<file path="config.mk">
export PLATFORM = sky130hd
export DESIGN_NAME = control_tick_monitor
export DESIGN_NICKNAME = d
export VERILOG_FILES = /design/src/rtl/ctrl_tick_pkg.sv /design/src/rtl/tick_edge_detect.sv /design/src/rtl/control_tick_monitor.sv
export SDC_FILE = /design/constraint.sdc
export NUM_CORES = 1
export LEC_CHECK = 0
export CAP_MARGIN = 40
export CORE_UTILIZATION = 35
export DETAILED_ROUTE_END_ITERATION = 8
export PLACE_DENSITY = 0.56
export SYNTH_ARGS = -nofsm -noshare
export SYNTH_HDL_FRONTEND = slang
export SYNTH_HIERARCHICAL = 1
export SYNTH_SLANG_ARGS = --single-unit
</file>
<file path="constraint.sdc">
create_clock -name clk -period 3.4 [get_ports clk]
set_clock_uncertainty 0.2 [all_clocks]
set_input_delay 0.68 -clock clk [delete_from_list [all_inputs] [get_ports clk]]
set_output_delay 0.68 -clock clk [all_outputs]
set_load 0.02 [all_outputs]
</file>
<file path="src/rtl/ctrl_tick_pkg.sv">
// Shared types and default tick timing constants for the control-tick consumers.
// The high/mid/low rate lines each have a nominal period and a matching high time.
package ctrl_tick_pkg;

  typedef enum logic [1:0] {
    SEEK,
    ACQ,
    LOCK
  } tick_state_e;

  localparam int PERIOD_HI    = 100;
  localparam int HIGH_NOM_HI  = 51;
  localparam int PERIOD_MID   = 1000;
  localparam int HIGH_NOM_MID = 501;
  localparam int PERIOD_LO    = 10000;
  localparam int HIGH_NOM_LO  = 5001;

  // First counter value at which a missing rise is declared a timeout.
  function automatic int timeout_count(input int period, input int tol);
    return period + tol + 1;
  endfunction

endpackage

</file>
<file path="src/rtl/tick_edge_detect.sv">
// Registers a clk-synchronous tick line and flags its rising and falling edges.
// Reusable by any block that consumes the control tick square waves.
module tick_edge_detect (
  input  logic clk,
  input  logic rst,
  input  logic tick_in,
  output logic rise,
  output logic fall
);

  logic tick_d;

  always_ff @(posedge clk or posedge rst) begin
    if (rst) tick_d <= 1'b0;
    else     tick_d <= tick_in;
  end

  assign rise = tick_in & ~tick_d;
  assign fall = ~tick_in & tick_d;

endmodule

</file>
<file path="src/rtl/control_tick_monitor.sv">
// Checks one control tick line: measures period and high time, strobes each rise,
// locks after LOCK_N good periods and keeps sticky period/duty/timeout faults.
module control_tick_monitor
  import ctrl_tick_pkg::*;
#(
  parameter int CNT_W    = 16,
  parameter int PERIOD   = PERIOD_LO,
  parameter int HIGH_NOM = HIGH_NOM_LO,
  parameter int TOL      = 4,
  parameter int LOCK_N   = 4
) (
  input  logic             clk,
  input  logic             rst,
  input  logic             tick_in,
  input  logic             clr_fault,
  output logic             tick_rise,
  output logic             locked,
  output logic [CNT_W-1:0] period_meas,
  output logic [CNT_W-1:0] high_meas,
  output logic             fault_period,
  output logic             fault_duty,
  output logic             fault_timeout,
  output logic [7:0]       err_cnt
);

  localparam int GW = $clog2(LOCK_N + 1);
  localparam logic [CNT_W-1:0] TIMEOUT_CNT = CNT_W'(timeout_count(PERIOD, TOL));
  localparam logic signed [CNT_W:0] PERIOD_S = (CNT_W+1)'(PERIOD);
  localparam logic signed [CNT_W:0] HIGH_S   = (CNT_W+1)'(HIGH_NOM);
  localparam logic signed [CNT_W:0] TOL_S    = (CNT_W+1)'(TOL);

  if (longint'(PERIOD) + longint'(TOL) + 1 > (longint'(1) << CNT_W) - 1) begin : g_bad_params
    $error("control_tick_monitor: PERIOD+TOL+1 does not fit in CNT_W bits");
  end

  tick_state_e state, state_nxt;
  logic [GW-1:0]    good_cnt, good_nxt;
  logic             locked_nxt;
  logic [CNT_W-1:0] cnt, hcnt;
  logic             rise, fall;
  logic signed [CNT_W:0] period_diff, high_diff;
  logic period_bad, duty_bad, timeout_hit, check_now;
  logic set_period, set_duty, set_timeout, fault_evt;

  tick_edge_detect u_edge (
    .clk    (clk),
    .rst    (rst),
    .tick_in(tick_in),
    .rise   (rise),
    .fall   (fall)
  );

  // Signed differences so that short and long periods are both caught.
  assign period_diff = $signed({1'b0, cnt}) - PERIOD_S;
  assign high_diff   = $signed({1'b0, high_meas}) - HIGH_S;
  assign period_bad  = (period_diff > TOL_S) || (period_diff < -TOL_S);
  assign duty_bad    = (high_diff > TOL_S) || (high_diff < -TOL_S);
  assign timeout_hit = (cnt == TIMEOUT_CNT) && !rise;
  assign check_now   = rise && (state != SEEK);
  assign fault_evt   = set_period | set_duty | set_timeout;

  always_ff @(posedge clk or posedge rst) begin
    if (rst) begin
      state    <= SEEK;
      good_cnt <= '0;
      locked   <= 1'b0;
    end else begin
      state    <= state_nxt;
      good_cnt <= good_nxt;
      locked   <= locked_nxt;
    end
  end

  always_comb begin
    state_nxt   = state;
    good_nxt    = good_cnt;
    locked_nxt  = locked;
    set_period  = 1'b0;
    set_duty    = 1'b0;
    set_timeout = 1'b0;
    case (state)
      SEEK: begin
        if (rise) begin
          state_nxt = ACQ;
          good_nxt  = '0;
        end
      end
      ACQ: begin
        if (rise) begin
          if (period_bad || duty_bad) begin
            good_nxt   = '0;
            set_period = period_bad;
            set_duty   = duty_bad;
          end else if (good_cnt == GW'(LOCK_N - 1)) begin
            good_nxt   = GW'(LOCK_N);
            state_nxt  = LOCK;
            locked_nxt = 1'b1;
          end else begin
            good_nxt = good_cnt + 1'b1;
          end
        end else if (timeout_hit) begin
          set_timeout = 1'b1;
          locked_nxt  = 1'b0;
          state_nxt   = SEEK;
        end
      end
      LOCK: begin
        if (rise) begin
          if (period_bad || duty_bad) begin
            good_nxt   = '0;
            locked_nxt = 1'b0;
            state_nxt  = ACQ;
            set_period = period_bad;
            set_duty   = duty_bad;
          end
        end else if (timeout_hit) begin
          set_timeout = 1'b1;
          locked_nxt  = 1'b0;
          state_nxt   = SEEK;
        end
      end
      default: begin
        state_nxt  = SEEK;
        good_nxt   = '0;
        locked_nxt = 1'b0;
      end
    endcase
  end

  // A fault detected in the same cycle as clr_fault survives the clear.
  always_ff @(posedge clk or posedge rst) begin
    if (rst) begin
      cnt           <= '0;
      hcnt          <= '0;
      tick_rise     <= 1'b0;
      period_meas   <= '0;
      high_meas     <= '0;
      fault_period  <= 1'b0;
      fault_duty    <= 1'b0;
      fault_timeout <= 1'b0;
      err_cnt       <= '0;
    end else begin
      tick_rise <= rise;
      if (rise)            cnt <= CNT_W'(1);
      else if (cnt != '1)  cnt <= cnt + 1'b1;
      if (rise)                        hcnt <= CNT_W'(1);
      else if (tick_in && hcnt != '1)  hcnt <= hcnt + 1'b1;
      if (fall)      high_meas   <= hcnt;
      if (check_now) period_meas <= cnt;
      fault_period  <= (fault_period  & ~clr_fault) | set_period;
      fault_duty    <= (fault_duty    & ~clr_fault) | set_duty;
      fault_timeout <= (fault_timeout & ~clr_fault) | set_timeout;
      if (fault_evt)
        err_cnt <= clr_fault ? 8'd1 : ((err_cnt == 8'hFF) ? err_cnt : err_cnt + 8'd1);
      else if (clr_fault)
        err_cnt <= '0;
    end
  end

endmodule

</file>
# Word-level counts from Yosys, hierarchy flattened
# Index checks and enable logic that the tools add are counted.
# W data, S select, Z words.
[op_classes]
addsub = 6
magnitude_cmp = 4
eq_ne = 15
muxes = 39
n_bitwise = 14
reduce_logical = 17
[op_table]
columns = ["operator", "count"]
rows = [
  ["$mux W16", 4],
  ["$gt A17 B4 Y1 const B", 2],
  ["$lt A17 B3 Y1 const B", 2],
  ["$add A16 B1 Y16 const B", 2],
  ["$mux W8", 4],
  ["$ne A16 B16 Y1 const B", 2],
  ["$mux W3", 6],
  ["$sub A16 B13 Y17 const B", 1],
  ["$sub A16 B14 Y17 const B", 1],
  ["$eq A16 B14 Y1 const B", 1],
  ["$mux W1", 15],
  ["$mux W2", 7],
  ["$reduce_and A4 Y1", 3],
  ["$ne A2 B2 Y1 const B", 5],
  ["$ne A3 B3 Y1 const B", 3],
  ["$pmux W3 S3", 1],
  ["$add A8 B1 Y8 const B", 1],
  ["$eq A8 B8 Y1 const B", 1],
  ["$reduce_bool A2 Y1", 4],
  ["$pmux W2 S3", 1],
  ["$and A1 B1 Y1", 5],
  ["$or A1 B1 Y1", 5],
  ["$not A1 Y1", 4],
  ["$add A3 B1 Y3 const B", 1],
  ["10 further kinds", 14],
]
[word_totals]
ff_bits = 83
input_bits = 4
out_inout_bits = 45
elab_cells = 108

# Longest topological paths before layout
[depth]
depth_word = 11
mapped_depth = 12
depth_no_buf = 10

# By module
# The synthesis kept the hierarchy.
[modules_own_cells]
columns = ["module", "instances", "cells_per_inst", "area_each_um2", "seq_area_each_um2"]
rows = [
  ["control_tick_monitor", 1, 466, 4549.4, 2052.0],
  ["tick_edge_detect", 1, 4, 43.8, 25.0],
]

# Worst setup path before layout
# OpenSTA, ideal clock, no wires.
[synth_timing]
path_type = "flip-flop to flip-flop"
from = "register cnt[4]"
to = "register state[1]"
arrival_time_ps = 2688
required_time_ps = 3073
slack_ps = 386
stages_incl_launch_ff = 12
n_path_buf = 1
synth_period_minus_slack_ps = 3014
path_cell_list = "dfrtp_1 clkbuf_8 inv_1 ha_1 nor3b_4 or4b_2 a21boi_0 and4_1 o21ai_2 o21ai_2 a31oi_2 o2bb2a_1"
[synth_between]
elab_chain_len = 6
[synth_rtl]
columns = ["element", "line", "text"]
rows = [
  ["start: declaration", "control_tick_monitor.sv:39", "logic [CNT_W-1:0] cnt, hcnt;"],
  ["start signal: assignment", "control_tick_monitor.sv:145", "else if (cnt != '1) cnt <= cnt + 1'b1;"],
  ["$sub A16 B14 Y17", "control_tick_monitor.sv:54", "assign period_diff = $signed({1'b0, cnt}) - PERIOD_S;"],
  ["$gt A17 B4 Y1 or $lt A17 B3 Y1 (tied branches)", "control_tick_monitor.sv:56", "assign period_bad = (period_diff > TOL_S) || (period_diff < -TOL_S);"],
  ["$logic_or A1 B1 Y1", "control_tick_monitor.sv:56", ""],
  ["$logic_or A1 B1 Y1", "control_tick_monitor.sv:90, control_tick_monitor.sv:109", ""],
  ["$ne A3 B3 Y1 (no line)", "--", ""],
  ["$reduce_and A4 Y1 (no line)", "--", ""],
  ["end signal: assignment", "control_tick_monitor.sv:68", "state <= state_nxt;"],
  ["end: declaration", "control_tick_monitor.sv:36", "tick_state_e state, state_nxt;"],
]
# Parallel ways exist; a longest one is shown, timed or not.
# A chain may end at the register's enable or synchronous reset.

# Worst setup path after layout
[layout_timing]
from = "register cnt[4]"
to = "register err_cnt[3]"
[layout_between]
elab_chain_len = 11
[layout_rtl]
columns = ["element", "line", "text"]
rows = [
  ["$sub A16 B14 Y17", "control_tick_monitor.sv:54", ""],
  ["$gt A17 B4 Y1 or $lt A17 B3 Y1 (tied branches)", "control_tick_monitor.sv:56", ""],
  ["$logic_or A1 B1 Y1", "control_tick_monitor.sv:56", ""],
  ["$logic_or A1 B1 Y1", "control_tick_monitor.sv:90, control_tick_monitor.sv:109", ""],
  ["$mux W1", "control_tick_monitor.sv:90, control_tick_monitor.sv:109", ""],
  ["$mux W1", "control_tick_monitor.sv:108", "if (rise) begin"],
  ["$mux W1", "--", ""],
  ["$or A1 B1 Y1", "control_tick_monitor.sv:60", "assign fault_evt = set_period | set_duty | set_timeout;"],
  ["$or A1 B1 Y1 (*)", "control_tick_monitor.sv:60", ""],
  ["$reduce_bool A2 Y1 (no line)", "--", ""],
  ["$reduce_and A2 Y1 (no line)", "--", ""],
  ["end signal: assignment", "control_tick_monitor.sv:154", "err_cnt <= clr_fault ? 8'd1 : ((err_cnt == 8'hFF) ? err_cnt : err_cnt + 8'd1);"],
  ["end: declaration", "control_tick_monitor.sv:23", "output logic [7:0] err_cnt"],
]
# Mark *: on every way between the ends. The rest lies on a longest branch, timed or not.

==> flow_summary_export.csv <==
group,metric,value,unit
route,drt_pre_antenna_iters,4,
clock_network,post_cts_buffers,0,
route,dr.first_iter.drc_count,219,
die,fp-row-count,41,
placed_design,dpl-instance-area,5240,sq um
grt,grt_pass1_wl,17.5,mm
layout,fillers,1280,
grt,gr-usage-all-layers,16.7,%
synthesis,synth_largest_type_area_fraction,45.2,%
die,initial_core_util,36.1,%
placed_design,numPortBuffers,48,
layout,final_common_cell,"dfrtp_1",
route,routed_via_density,5.16,
power,power.total,0.00293,W
grt,antenna_found_initial,0,
synthesis,synth_seq_area_share,45.2,%
route,routed-via-count,3578,
setup_path,critPathRequiredTime,3.46,ns
synthesis,synthesis.nets,488,
setup_path,setup.reg_to_reg.worst_slack,0.22,ns
clock_network,cts_htree_levels,3,
layout,syn2layout_area_growth,20.7,%
route,detail_route.drc_violations,0,
synthesis,synthesis.instances,470,
run_status,status,"finished clean",
die,coreArea,12700,sq um
power,cellLeakagePower,2.34,nW
power,power-per-cell-area,528,nW/um^2
timing,timing_worst_slew_pin_value,0.549,ns
grt,grt_pass1_vias,3435,
grt,grt_start_max_net_pins,53,
synthesis,synth.lib_cells_used.distinct,65,
job,drv_cap,0,
timing,timing.setup.tns,0,ns
synthesis,synthesis.area_per_instance,9.77,sq um
power,power.ir.vdd_worst,0.274,mV
die,design.die.area,13600,sq um
setup_path,crit_path_top_delay_cell,"or4b_2",
setup_path,setup.worst_path.class,"flip-flop to flip-flop",
setup_path,worst_path_dominant_cell_family,"simple AND/OR/NAND/NOR gates",
setup_path,max_stage_delay,0.64,ns
route,final_antenna_net_count,0,
timing,slew_headroom,63.3,%
timing,hold_violation_count_in_the_final_report,0,
timing,achievable-frequency,315,MHz
setup_path,timing.critical_path.arrival,3.24,ns
setup_path,startpoint_type,"flip-flop",
placed_design,gpl.final_weighted_congestion,0.886,
timing,rsz0062_at_grt,"false",
synthesis,async_reset_ff_share,100,%
synthesis,ys_ff_latch,83,
setup_path,cp_num_buf_inv,1,
die,pin_count,49,
synthesis,synth.top_cells.by_area,"dfrtp_1, mux2_2, ha_1",
layout,multi_input_area,2270,sq um
layout,area.sequential,2080,sq um
layout,commonest_cells_after_routing_fill_and_taps_aside,"dfrtp_1, clkdlybuf4s50_1, nand2_1",
synthesis,netlist.top_cell.by_area,"dfrtp_1",
die,die_height,117,microns
synthesis,count_of_flip_flops_with_a_built_in_enable_after_synthesis,0,
clock_network,cts_hold_buf,0,
timing,min_period,3.18,ns
layout,layout.cell_area.non_filler,5550,sq um
clock_network,cts-root-to-sink-buffers,2,
timing,final_slew_viol_count,0,
clock_network,clock_latency,0.34,ns
setup_path,crit_path_cell_trace,"inv_1 -> ha_1 -> nor3b_4 -> or4b_2 -> a21boi_0 -> and4_1 -> o21ai_2 -> a21oi_2 -> o21ai_0 -> a21oi_1",
hold_path,hold_path_class,"flip-flop to flip-flop",
clock_network,cts_inserted_buffers,9,
setup_path,critPathMaxFanout,12,
grt,final_global_route_overflow_total,0,
clock_network,cts-root-buf,"clkbuf_16",
die,dieWidth,117,microns
timing,period_share,93.5,%
layout,num_antenna_cells,0,
timing,finalSetupViolations,0,
setup_path,crit_path_end_kind,"flip-flop",
synthesis,area_of_the_mapped_netlist,4590,sq um
route,detail_route.wl_per_cell,15.2,microns
synthesis,synthesis.yosys.warnings,6,
placed_design,dp_hpwl,7.67,mm
route,route.final.wire_length,10.6,mm
clock_network,tritoncts_num_sinks,83,
layout,layout-drive-gt1-share,14.0,%
layout,nNetsFinal,535,
clock_network,cts.reportedPaths.clkPinSlew,0.07,ns
clock_network,post_cts_resize_count,0,
synthesis,synth-main-ff-cell,"dfrtp_1",
clock_network,cts_tree,"yes",
-- state kept, by name, summed over array words and instances, names as in the netlist --
register	flops
tick_rise	1
period_meas	16
u_edge/tick_d	1
state	2
good_cnt	3
fault_period	1
high_meas	16
fault_timeout	1
fault_duty	1
locked	1
err_cnt	8
hcnt	16
cnt	16
-- worst min-delay path, cell delays in order, from the launching register on --
cell and delay [ns]:
dfrtp_1 0.34, nand2_1 0.05, o21ai_0 0.06
-- path summary, 6_finish.rpt --
path                                 from              to  cells after the start
setup / recovery                   cnt[4]      err_cnt[3]                     10
hold / removal             period_meas[5]  period_meas[5]                      2
setup reg to reg                   cnt[4]      err_cnt[3]                     10
hold reg to reg            period_meas[5]  period_meas[5]                      2
max in group asynchronous             rst  period_meas[7]                      3
min in group asynchronous             rst   u_edge/tick_d                      2
-- Yosys cell counts (4+ instances only) --
library cell  count
nand4_1          13
nor2_1           41
nor3_1           13
nor2b_1           5
dfrtp_1          83
ha_1             14
and3_1            6
nand3_1          23
or3_1             8
clkbuf_1         15
nand2_1          45
o21ai_0          28
nand2b_1          4
clkbuf_8          4
inv_1            25
mux2_2           24
mux2i_1           5
nand3b_1          4
xnor2_1          12
xor2_1           16
a21oi_1          17
-- metrics by stage --
stage | std cells | setup WS [ns] | hold WS, ns | utilization, %
after floorplan | 470 | 0.386 | 0.209 | -
after global placement | 678 | 0.342 | 0.261 | 41.2
after detailed placement | 678 | 0.264 | 0.272 | 41.2
after CTS | 694 | 0.242 | 0.286 | 43.6
after global routing | 694 | 0.0407 | 0.303 | 43.6
final | 694 | 0.221 | 0.276 | 43.6
-- layer usage --
layer / routed length, microns / GRT usage, % / part of all wire [%]
met1: 5070 / 23.0 / 48
met2: 4850 / 25.3 / 46
met3: 451 / 4.57 / 4.3
met4: 193 / 5.23 / 1.8
met5: 0 / 0 / 0
-- kinds of logic after synthesis --
kind of cell | Yosys count | synth area share [%]
buf+inv | 49 | 5.39
flops | 83 | 45.2
fa+ha+maj | 14 | 3.81
xor+xnor | 28 | 5.34
simple gates | 188 | 21.9
compound gates | 79 | 11.4
mux | 29 | 6.97
-- report_power, final --
part | internal [W] | switching [W] | total, W
registers | 0.00110 | 0.000112 | 0.00121
logic | 0.000327 | 0.000401 | 0.000728
clock network | 0.000589 | 0.000404 | 0.000993
total | 0.00201 | 0.000917 | 0.00293
-- final cells by class --
class / count / share of cell area (%)
repair buffers: 60 / 10.5
inverters: 25 / 1.71
multi-input cells: 338 / 41.0
well taps: 172 / 3.88
clock buffers: 10 / 4.31
clock inverters: 6 / 1.17
flip-flops and latches: 83 / 37.5
Note: power is estimated with default switching activity, not from simulation.
